$ cat src/rtl/sseg_pattern_decoder.sv
// rtl/sseg_pattern_decoder.sv - 7-segment pattern stabiliser, hex decoder and step classifier
module sseg_pattern_decoder #(
  parameter int STABLE_CYCLES = 4
) (
  input  logic       clk,
  input  logic       rst,
  input  logic [7:0] sseg_in,
  input  logic       out_ready,
  output logic       out_valid,
  output logic [3:0] digit,
  output logic       dp,
  output logic       step_up,
  output logic       step_down,
  output logic       jump,
  output logic       first,
  output logic       err_invalid,
  output logic [7:0] err_count
);

  typedef enum logic {SETTLE, EMIT} state_t;

  localparam logic [7:0] STAB_TH = 8'(STABLE_CYCLES - 1);

  state_t     r_state;
  state_t     w_next;
  logic [7:0] r_s_q;
  logic [7:0] r_stab;
  logic [7:0] r_last_pat;
  logic       r_last_set;
  logic       r_have_prev;
  logic [3:0] r_prev_digit;
  logic [3:0] r_digit;
  logic       r_dp;
  logic       r_step_up;
  logic       r_step_down;
  logic       r_jump;
  logic       r_first;
  logic       r_err_invalid;
  logic [7:0] r_err_count;

  logic       w_valid;
  logic [3:0] w_digit;
  logic       w_new;
  logic       w_accept;
  logic       w_reject;
  logic [3:0] w_delta;

  // Map the seven segment bits (dp ignored) back to a hex digit
  always_comb begin
    w_valid = 1'b1;
    w_digit = 4'h0;
    case (r_s_q[7:1])
      7'h7E: w_digit = 4'h0;
      7'h30: w_digit = 4'h1;
      7'h6D: w_digit = 4'h2;
      7'h79: w_digit = 4'h3;
      7'h33: w_digit = 4'h4;
      7'h5B: w_digit = 4'h5;
      7'h5F: w_digit = 4'h6;
      7'h70: w_digit = 4'h7;
      7'h7F: w_digit = 4'h8;
      7'h7B: w_digit = 4'h9;
      7'h77: w_digit = 4'hA;
      7'h1F: w_digit = 4'hB;
      7'h0D: w_digit = 4'hC;
      7'h3D: w_digit = 4'hD;
      7'h4F: w_digit = 4'hE;
      7'h47: w_digit = 4'hF;
      default: w_valid = 1'b0;
    endcase
  end

  // last_set is kept apart from have_prev so an invalid pattern seen before any
  // valid digit is still reported only once
  assign w_new    = (r_stab >= STAB_TH) && (!r_last_set || (r_s_q != r_last_pat));
  assign w_accept = (r_state == SETTLE) && w_new && w_valid;
  assign w_reject = (r_state == SETTLE) && w_new && !w_valid;
  assign w_delta  = w_digit - r_prev_digit;

  // State register
  always_ff @(posedge clk or negedge rst) begin
    if (!rst) r_state <= SETTLE;
    else      r_state <= w_next;
  end

  // Next state: accept a stable valid pattern, return after the handshake
  always_comb begin
    w_next = r_state;
    case (r_state)
      SETTLE:  if (w_accept)  w_next = EMIT;
      EMIT:    if (out_ready) w_next = SETTLE;
      default: w_next = SETTLE;
    endcase
  end

  // Sample the bus and count consecutive identical samples (saturating)
  always_ff @(posedge clk or negedge rst) begin
    if (!rst) begin
      r_s_q  <= 8'h00;
      r_stab <= 8'h00;
    end else begin
      r_s_q <= sseg_in;
      if (sseg_in == r_s_q) r_stab <= (r_stab == 8'hFF) ? 8'hFF : r_stab + 8'd1;
      else                  r_stab <= 8'h00;
    end
  end

  // Load the result on acceptance; count and remember invalid patterns
  always_ff @(posedge clk or negedge rst) begin
    if (!rst) begin
      r_last_pat    <= 8'h00;
      r_last_set    <= 1'b0;
      r_have_prev   <= 1'b0;
      r_prev_digit  <= 4'h0;
      r_digit       <= 4'h0;
      r_dp          <= 1'b0;
      r_step_up     <= 1'b0;
      r_step_down   <= 1'b0;
      r_jump        <= 1'b0;
      r_first       <= 1'b0;
      r_err_invalid <= 1'b0;
      r_err_count   <= 8'h00;
    end else begin
      r_err_invalid <= w_reject;
      if (w_accept) begin
        r_digit      <= w_digit;
        r_dp         <= r_s_q[0];
        r_first      <= !r_have_prev;
        r_step_up    <= r_have_prev && (w_delta == 4'h1);
        r_step_down  <= r_have_prev && (w_delta == 4'hF);
        r_jump       <= r_have_prev && (w_delta != 4'h1) && (w_delta != 4'hF);
        r_last_pat   <= r_s_q;
        r_last_set   <= 1'b1;
        r_have_prev  <= 1'b1;
        r_prev_digit <= w_digit;
      end
      if (w_reject) begin
        r_last_pat <= r_s_q;
        r_last_set <= 1'b1;
        if (r_err_count != 8'hFF) r_err_count <= r_err_count + 8'd1;
      end
    end
  end

  assign out_valid   = (r_state == EMIT);
  assign digit       = r_digit;
  assign dp          = r_dp;
  assign step_up     = r_step_up;
  assign step_down   = r_step_down;
  assign jump        = r_jump;
  assign first       = r_first;
  assign err_invalid = r_err_invalid;
  assign err_count   = r_err_count;

endmodule
$ cat config.mk
export PLATFORM = sky130hd
export DESIGN_NAME = sseg_pattern_decoder
export DESIGN_NICKNAME = d
export VERILOG_FILES = /design/src/rtl/sseg_pattern_decoder.sv
export SDC_FILE = /design/constraint.sdc
export NUM_CORES = 1
export LEC_CHECK = 0
export ABC_AREA = 1
export CAP_MARGIN = 20
export CORE_MARGIN = 4
export CORE_UTILIZATION = 56
export CTS_CLUSTER_SIZE = 30
export DETAILED_ROUTE_END_ITERATION = 8
export GPL_TIMING_DRIVEN = 1
export PLACE_DENSITY = 0.8
export REMOVE_ABC_BUFFERS = 1
export SLEW_MARGIN = 20
export SYNTH_ARGS = -nofsm -noshare
export SYNTH_HDL_FRONTEND = slang
export SYNTH_SLANG_ARGS = --single-unit
$ cat constraint.sdc
create_clock -name clk -period 2.7 [get_ports clk]
set_input_delay 0.81 -clock clk [delete_from_list [all_inputs] [get_ports clk]]
set_output_delay 0.81 -clock clk [all_outputs]
set_load 0.05 [all_outputs]
---- After elaboration in Yosys (flattened, before gate mapping) ----
Cells that the tools add are included.
Widths: inputs -> output; s select.
word-level totals
  flip-flop bits (word level) ............. 45
  bits in latches ......................... 0
  bits in writable memories ............... 0
  ROM bits ................................ 0
  output and inout port bits .............. 19
  logic and storage cells ................. 69
  memories kept ........................... 0
cells by class
  $add $sub $neg .......................... 3
  multiply operators ...................... 0
  div/mod/pow operators ................... 0
  $lt $le $gt $ge ......................... 1
  eq/ne operators ......................... 24
  shift-type cells ........................ 0
  muxes and demuxes ....................... 11
  bitwise logic cells ..................... 1
  reduce and logical (&&, ||, !) cells .... 15
operators by type and width
  operator             count
  $eq 7x7->1 const B   11
  $pmux 4 s15          1
  $mux 8               4
  $eq 7x6->1 const B   3
  $add 8x1->8 const B  2
  $reduce_or 16->1     1
  $eq 8x8->1           1
  $eq 8x8->1 const B   1
  $ge 8x2->1 const B   1
  $logic_and 1x1->1    8
  $ne 8x8->1           1
  $ne 8x8->1 const B   1
  $eq 7x4->1 const B   1
  $eq 7x5->1 const B   1
  $mux 1               5
  $eq 4x1->1 const B   1
  $eq 4x4->1 const B   1
  $ne 4x1->1 const B   1
  $ne 4x4->1 const B   1
  $sub 4x4->4          1
  $logic_not 1->1      3
  $pmux 1 s2           1
  $reduce_and 2->1     1
  $reduce_bool 2->1    1
  2 further kinds      2

---- Logic depth before layout (Yosys ltp) ----
Gate-level depths: netlist of the first run.
  depth in word-level cells ............... 7
  depth in mapped cells ................... 19
  depth with buffers taken out ............ 19

---- Worst setup path after synthesis of the first run ----
OpenSTA, ideal clock, no wires.
  path type ............................... flip-flop to flip-flop
  from .................................... reg r_s_q[3]
  to ...................................... reg r_jump (netlist: jump)
  setup time .............................. 0.122 ns
  arrival time ............................ 2.158 ns
  slack ................................... 0.420 ns
  stages on the path, launching flop included .. 19
  period minus slack after synthesis ...... 2.280 ns
  cells stage by stage .................... dfrtp_1 > buf_4 > nand2_1 > nor2_1 > nand2_1 > nand3_2 > nor3_1 > inv_1 > ha_1 > nand3b_1 > nand2_1 > nand2_1 > nand2_1 > inv_1 > nand3_1 > nand2_1 > nand2_1 > nand2_1 > o21ai_1
between the ends
  cells in the longest elaborated chain, start to end .. 6
  elaborated cells between the ends (all ways) .. 29
  those cells by class .................... 1 x add/sub; 19 x eq/ne; 2 x mux; 7 x reduce/logical
ends and longest elaborated chain
  element                             line  RTL
  from (decl)                         26    logic [7:0] r_s_q;
  from (signal assigned)              102   r_s_q <= sseg_in;
  $eq 7x7->1 (tied with other cells)  52    case (r_s_q[7:1])
  $pmux 4 s15 *                       52
  named net w_digit[1]                42    logic [3:0] w_digit;
  $sub 4x4->4 *                       78    assign w_delta = w_digit - r_prev_digit;
  $ne 4x1->1                          131   r_jump <= r_have_prev && (w_delta != 4'h1) && (w_delta != 4'hF);
  $logic_and 1x1->1                   131
  $logic_and 1x1->1 *                 131
  to (signal assigned)                131
  to (decl)                           36    logic r_jump;
The timed path passes the listed nets; every way through them passes the cells marked *.
A chain may end at the register's enable or synchronous reset.

---- Worst setup path after layout of the first run ----
  from .................................... reg r_s_q[6]
  to ...................................... reg r_jump (netlist: jump)
Same word-level chain as after synthesis.

==> reports/results.md, run 1 <==
| Item | Value |
|---|---|
| Synth Register Bits | 45 |
| Max H-tree Level | 2 |
| Max-slew violation total from the final report | 0 |
| Wire length after detailed routing | 4.96 mm |
| Maximum achievable frequency | 411 MHz |
| Crit path time final | 2430 ps |
| Launch point of the critical path | r_s_q[6]$_DFF_PN0_ |
| Status | complete, no violations |
| Count of buffers from port buffering | 29 |
| Ratio of final minimum period to clock period | 90.0% |
| Static power due to leakage | 1.42 nW |
| Worst hold slack after final layout | 473 ps |
| Total Neg Setup Slack | 0 ps |
| Worst slew margin | 62.7% |
| Transition at the pin with the smallest max-transition slack | 560 ps |
| I/O pin count | 30 |
| Type of the worst setup path | flop to flop |
| Clock tree from TritonCTS | built |
| Fill cell total of the finished layout | 354 |
| Count of standard-cell rows | 24 |
| Initial antenna violation count | 0 |
| First-pass GRT wire length | 8.48 mm |
| DRC violation count after routing | 0 |
| Largest net degree at the start of global routing | 46 |
| Post-CTS sizing | 0 |
| Overflow after GRT | 0 |
| Placed wire-length estimate | 3.69 mm |
| Post-synthesis to final-layout area growth | 16.4% |
| Die outline height | 75.5 µm |
| Via count of the first global-routing pass | 1955 |
| Clock insertion delay at the later pin of the skew report | 300 ps |
| Chip width | 75.5 µm |
| Setup repair after global routing missed its margin | no |
| Crit end category | flop |
| Critical-path maximum fanout | 7 |
| Synthesis warning total | 0 |
| Clk Tree Root Cell | clkbuf_8 |
| Total Nets Final | 357 |
| Final cell count without fillers | 393 |
| Clk pin slew, worst setup/hold paths | 90 ps |
| Post-Syn Area per Cell | 8.26 µm² |
| CTS sink count | 45 |
| Portion of the post-synthesis area used by sequential elements | 44.1% |
| Vias after detailed routing | 2090 |
| Gr usage total | 19.5% |
| Number of cells in the design after placement | 385 |
| Gate count of the mapped netlist | 309 |
| Initial DRC count | 102 |
| Routed len/inst | 12.6 µm |
| Hold_buf cts | 0 |
| Area of the multi-input gates | 0.00125 mm² |
| Required time reported for the critical path endpoint | 2890 ps |
| Startpoint of the lowest-slack hold path | r_last_set$_DFFE_PN0P_ |
| Setup Viol. Count Final | 0 |
| Die Footprint | 0.00570 mm² |
| Number of distinct library cell variants in the gate-level netlist after synthesis | 33 |
| Type of origin of the critical path | flop |
| Effective utilization at floorplan | 58.2% |
| Via-per-instance ratio | 5.32 |
| Total clock buffers created by CTS | 5 |
| R2r startpoint | r_s_q[6]$_DFF_PN0_ |
| Power density normalized to cell area | 439 mW/mm² |
| Post-CTS Setup Inserts | 0 |
| Routability congestion estimate | 1.05 |
| Antenna diode count | 0 |
| PnR Total Power | 1.30 mW |
| Worst-case register-to-register setup slack | 270 ps |
| Number of hold-slack violations in the final timing report | 0 |
| Worst ir drop on vdd | 0.286 mV |
| Count of TritonRoute iterations in the first routing pass | 4 |
| Core outline area | 0.00438 mm² |
| Synthesized area | 0.00255 mm² |
| Arrival time of the worst setup path | 2620 ps |
| Kind of path behind the tightest hold check | flop to flop |
| Remaining antenna violation count after routing | 0 |
| Post-Route Skew | 4.19 ps |
| Max-cap violation count | 0 |
| Buffers from clock root to sink, at most | 2 |
| Area taken by flip-flops and latches | 0.00113 mm² |
| Fraction of final layout cells sized beyond drive strength 1 | 12.9% |
final timing paths:
check | cells after the start | endpoint
setup reg to reg | 18 | jump$_DFFE_PN0P_
setup / recovery | 18 | jump$_DFFE_PN0P_
max in group asynchronous | 2 | r_s_q[1]$_DFF_PN0_
hold reg to reg | 1 | r_last_set$_DFFE_PN0P_
min in group asynchronous | 2 | err_count[6]$_DFFE_PN0P_
hold / removal | 1 | r_last_set$_DFFE_PN0P_
layer usage:
metal	global-route usage [%]	routed length [µm]	vias up
li1	-	-	1059
met1	26.1	2250	956
met2	31.4	2350	69
met3	4.09	294	6
met4	6.99	72	0
met5	0	0	-
layout by cell type (no fill, tap or decap), drive strengths merged:
cell type,instances
o21ai,26
inv,33
clkbuf,6
xnor2,6
nor2,36
a31oi,2
and3b,1
dfrtp,45
nor3,6
ha,5
bufinv,1
nand4,4
fa,1
nand3,28
nor3b,1
a21oi,7
buf,3
xor2,14
a211oi,2
nand3b,2
nor4,1
nand2,81
clkdlybuf4s50,28
clkinv,1
or2,1
power breakdown:
part           total, mW  leakage [nW]  internal (mW)  switching [mW]
combinational     0.0963         0.751         0.0384          0.0578
sequential         0.693         0.610          0.679          0.0134
clock              0.515        0.0554          0.278           0.237
total               1.30          1.42          0.996           0.308
synthesized netlist by cell type:
cell	number	area share (%)
nor3_1	5	0.98
nor3b_1	1	0.29
inv_1	24	3.5
xnor2_1	6	2.1
nor2_1	28	4.1
nand2_2	4	0.98
dfrtp_1	45	44
a31oi_1	2	0.49
o21ai_2	6	2.1
a211oi_1	2	0.59
fa_1	1	0.78
nor3_2	1	0.39
inv_2	9	1.3
a21oi_1	7	1.4
ha_1	5	2.4
o21ai_1	12	2.4
nor2_2	4	0.98
nor2_4	4	1.8
nand3_1	23	4.5
or2_1	1	0.25
nand3_4	1	0.69
nand2_1	76	11
nand2_4	1	0.44
nand3_2	4	1.6
nand3b_1	2	0.59
buf_2	1	0.20
xor2_1	14	4.8
and3b_1	1	0.34
nand4_1	4	0.98
o21ai_0	8	1.6
buf_6	2	0.88
nor4_1	1	0.25
buf_4	4	1.2
registers in the layout, indices dropped and copies added, names as in the netlist:
name and cells:
step_up 1, dp 1, digit 4, r_have_prev 1, first 1, r_last_pat 8, r_stab 8, r_last_set 1
r_s_q 8, err_count 8, jump 1, step_down 1, err_invalid 1, out_valid 1
worst max-delay path, stage by stage (launching register included):
cell and delay, ps:
dfrtp_1 510, inv_2 60, nand2_1 100, nor2_1 60
nand2_1 50, o21ai_1 90, nor2_2 190, nand2_1 100
ha_1 330, a21oi_1 190, nand2_1 70, nand2_1 60
nand2_1 70, inv_1 60, nand3_1 80, nand2_1 80
nand2_1 80, nand2_1 80, o21ai_1 60
per-stage QoR:
step | utilization (%) | cell area, µm² | setup slack, ps
floorplan | - | 2500 | 424
global placement | 65.3 | 2860 | 335
detailed placement | 65.3 | 2860 | 274
CTS | 67.8 | 2970 | 250
global route | 67.8 | 2970 | 16.1
finish | 67.8 | 2970 | 269
cell families after synthesis:
logic type / count (synthesis) / share of synthesized area, %
flops: 45 / 44.1
fa+ha+maj: 6 / 3.23
simple gates: 161 / 30.3
xor+xnor: 20 / 6.86
buf+inv: 40 / 7.10
compound gates: 37 / 8.43
area by class of cell:
class / count / share of cell area [%]
Inverter: 33 / 4.17
Multi-Input combinational cell: 224 / 41.9
Tap cell: 52 / 2.19
Clock inverter: 2 / 1.30
Timing Repair Buffer: 31 / 10.1
Sequential cell: 45 / 37.9
Clock buffer: 6 / 2.44
Note: power is estimated with default switching activity, not from simulation.
==> run 2, diff against run 1 <==
- CTS_CLUSTER_SIZE: 30 -> 12
==> results of run 2 <==
Same layout as run 1: the final DEF is identical, and so are final timing and power.
==> RTL edit (flow settings as in run 1) <==
Put one more register stage on the output `err_count`, cleared by the reset. The value now appears one clock later. The other outputs are not delayed to match.
--- a/src/rtl/sseg_pattern_decoder.sv
+++ b/src/rtl/sseg_pattern_decoder.sv
@@ -150,6 +150,12 @@
   assign jump        = r_jump;
   assign first       = r_first;
   assign err_invalid = r_err_invalid;
-  assign err_count   = r_err_count;
+  always_ff @(posedge clk or negedge rst) begin
+    if (!rst) begin
+      err_count <= '0;
+    end else begin
+      err_count <= r_err_count;
+    end
+  end
 
 endmodule
Function: changed (Yosys sat finds a counterexample within 10 cycles, from zero or initial values and one cycle with rst low).
==> RTL edit against run 1 <==
  * Final area up 13%
  * Die area increased by 15%
  * Routed wire length up 10%
  * Total power grew 4.1%
  * Combinational power up 16%
  * Setup slack worse by 0.039 ns
  * Area after synthesis up 17%
  * Sequential cell count increased by 8
  * Critical path type unchanged
==> RTL edit: results (changes against run 1) <==
metric,value,unit,change
nets@finish,389,,was 357
post-synthesis adder-cell area fraction,2.78,%,was 3.23%
final WL,5.45,mm,was 4.96 mm
Critical Path Slowest Stage Cell,dfrtp_2,,was dfrtp_1
share of cells above drive strength 1,17.7,%,was 12.9%
Max rail drop VDD,0.360,mV,was 0.286 mV
Data buffer area share,9.37,%,was 10.1%
Final Non-Filler Cells,443,,was 393
cell count after placement,433,,was 385
final worst hold slack,0.418,ns,was 0.473 ns
Seq power,0.818,mW,was 0.693 mW
register area,0.00134,mm²,was 0.00113 mm²
combinational gate power,0.112,mW,was 0.0963 mW
CTS Sinks,53,,was 45
GPL Wtd Cong,0.906,,was 1.05
# fillers,439,,was 354
Mapped Area,0.00298,mm²,was 0.00255 mm²
Area Overhead vs Synth,13.1,%,was 16.4%
nonclk buf count,33,,was 31
invs w/o clock,42,,was 33
Worst R2R Start,r_s_q[4],,was r_s_q[6]
dpl ws,0.195,ns,was 0.274 ns
Clock buf/inv share,2.49,%,was 3.75%
Synth Area in XOR/XNOR,4.71,%,was 6.86%
Psw,0.329,mW,was 0.308 mW
FF-to-FF End,step_up,,was jump
r2r setup slk,0.23,ns,was 0.27 ns
initial DRC count,155,,was 102
vias per inst,5.06,,was 5.32
static leakage,1.61,nW,was 1.42 nW
Hold Path Origin,r_err_count[7],,was r_last_set
share of total power in combinational logic,8.2,%,was 7.4%
crit-path max cell delay,0.48,ns,was 0.51 ns
Register-to-Register Path Depth,11,,was 18
first-pass GRT wire length,9.82,mm,was 8.48 mm
gr usage total,19.0,%,was 19.5%
number of global-route vias before repair,2252,,was 1955
# clk buffers,7,,was 6
hold path depth,0,,was 1
status,finished clean,,unchanged
HPWL Detailed,3.99,mm,was 3.69 mm
sequential share of the synthesized area,44.6,%,was 44.1%
Worst Path Arrival,2.70,ns,was 2.62 ns
Worst slew margin,56.3,%,was 62.7%
fraction of area in multi-input gates,41.0,%,was 41.9%
largest net degree at the start of global routing,54,,was 46
Synth area leaders,"dfrtp_1 45%, nand2_1 11%, nand3_1 4.2%, inv_1 4.2%, nand2_4 3.4%",,"was dfrtp_1 44%, nand2_1 11%, xor2_1 4.8%, nand3_1 4.5%, nor2_1 4.1%"
IO Port Bufs,29,,unchanged
RTL edit: cell count changes in the layout (fill, tap and decap cells not counted), moves of 3 or more:
cell     change
nand2_1      +8
xor2_1       -5
nand2_4      +8
inv_4        +3
inv_1        +9
o21ai_1      -9
inv_2        -3
o21ai_0      +5
dfrtp_2      +7
RTL edit: how the worst max path moves through the flow:
stage | startpoint | slack [ns] | to | cells past startpoint
2_1_floorplan | r_s_q[6] | 0.42 | jump | 13
3_3_place_gp | r_s_q[7] | 0.23 | step_down | 12
3_5_place_dp | r_s_q[3] | 0.19 | step_up | 14
4_1_cts | r_s_q[3] | 0.18 | step_up | 14
5_1_grt | r_s_q[1] | 0.001 | jump | 17
6_report | r_s_q[4] | 0.23 | step_up | 11
RTL edit: per-layer routing:
| layer | track usage [%] | wire (µm) |
|---|---|---|
| met5 | 0 | 0 |
| met4 | 6.76 | 71 |
| met3 | 4.32 | 223 |
| met2 | 31.4 | 2670 |
| met1 | 24.6 | 2490 |
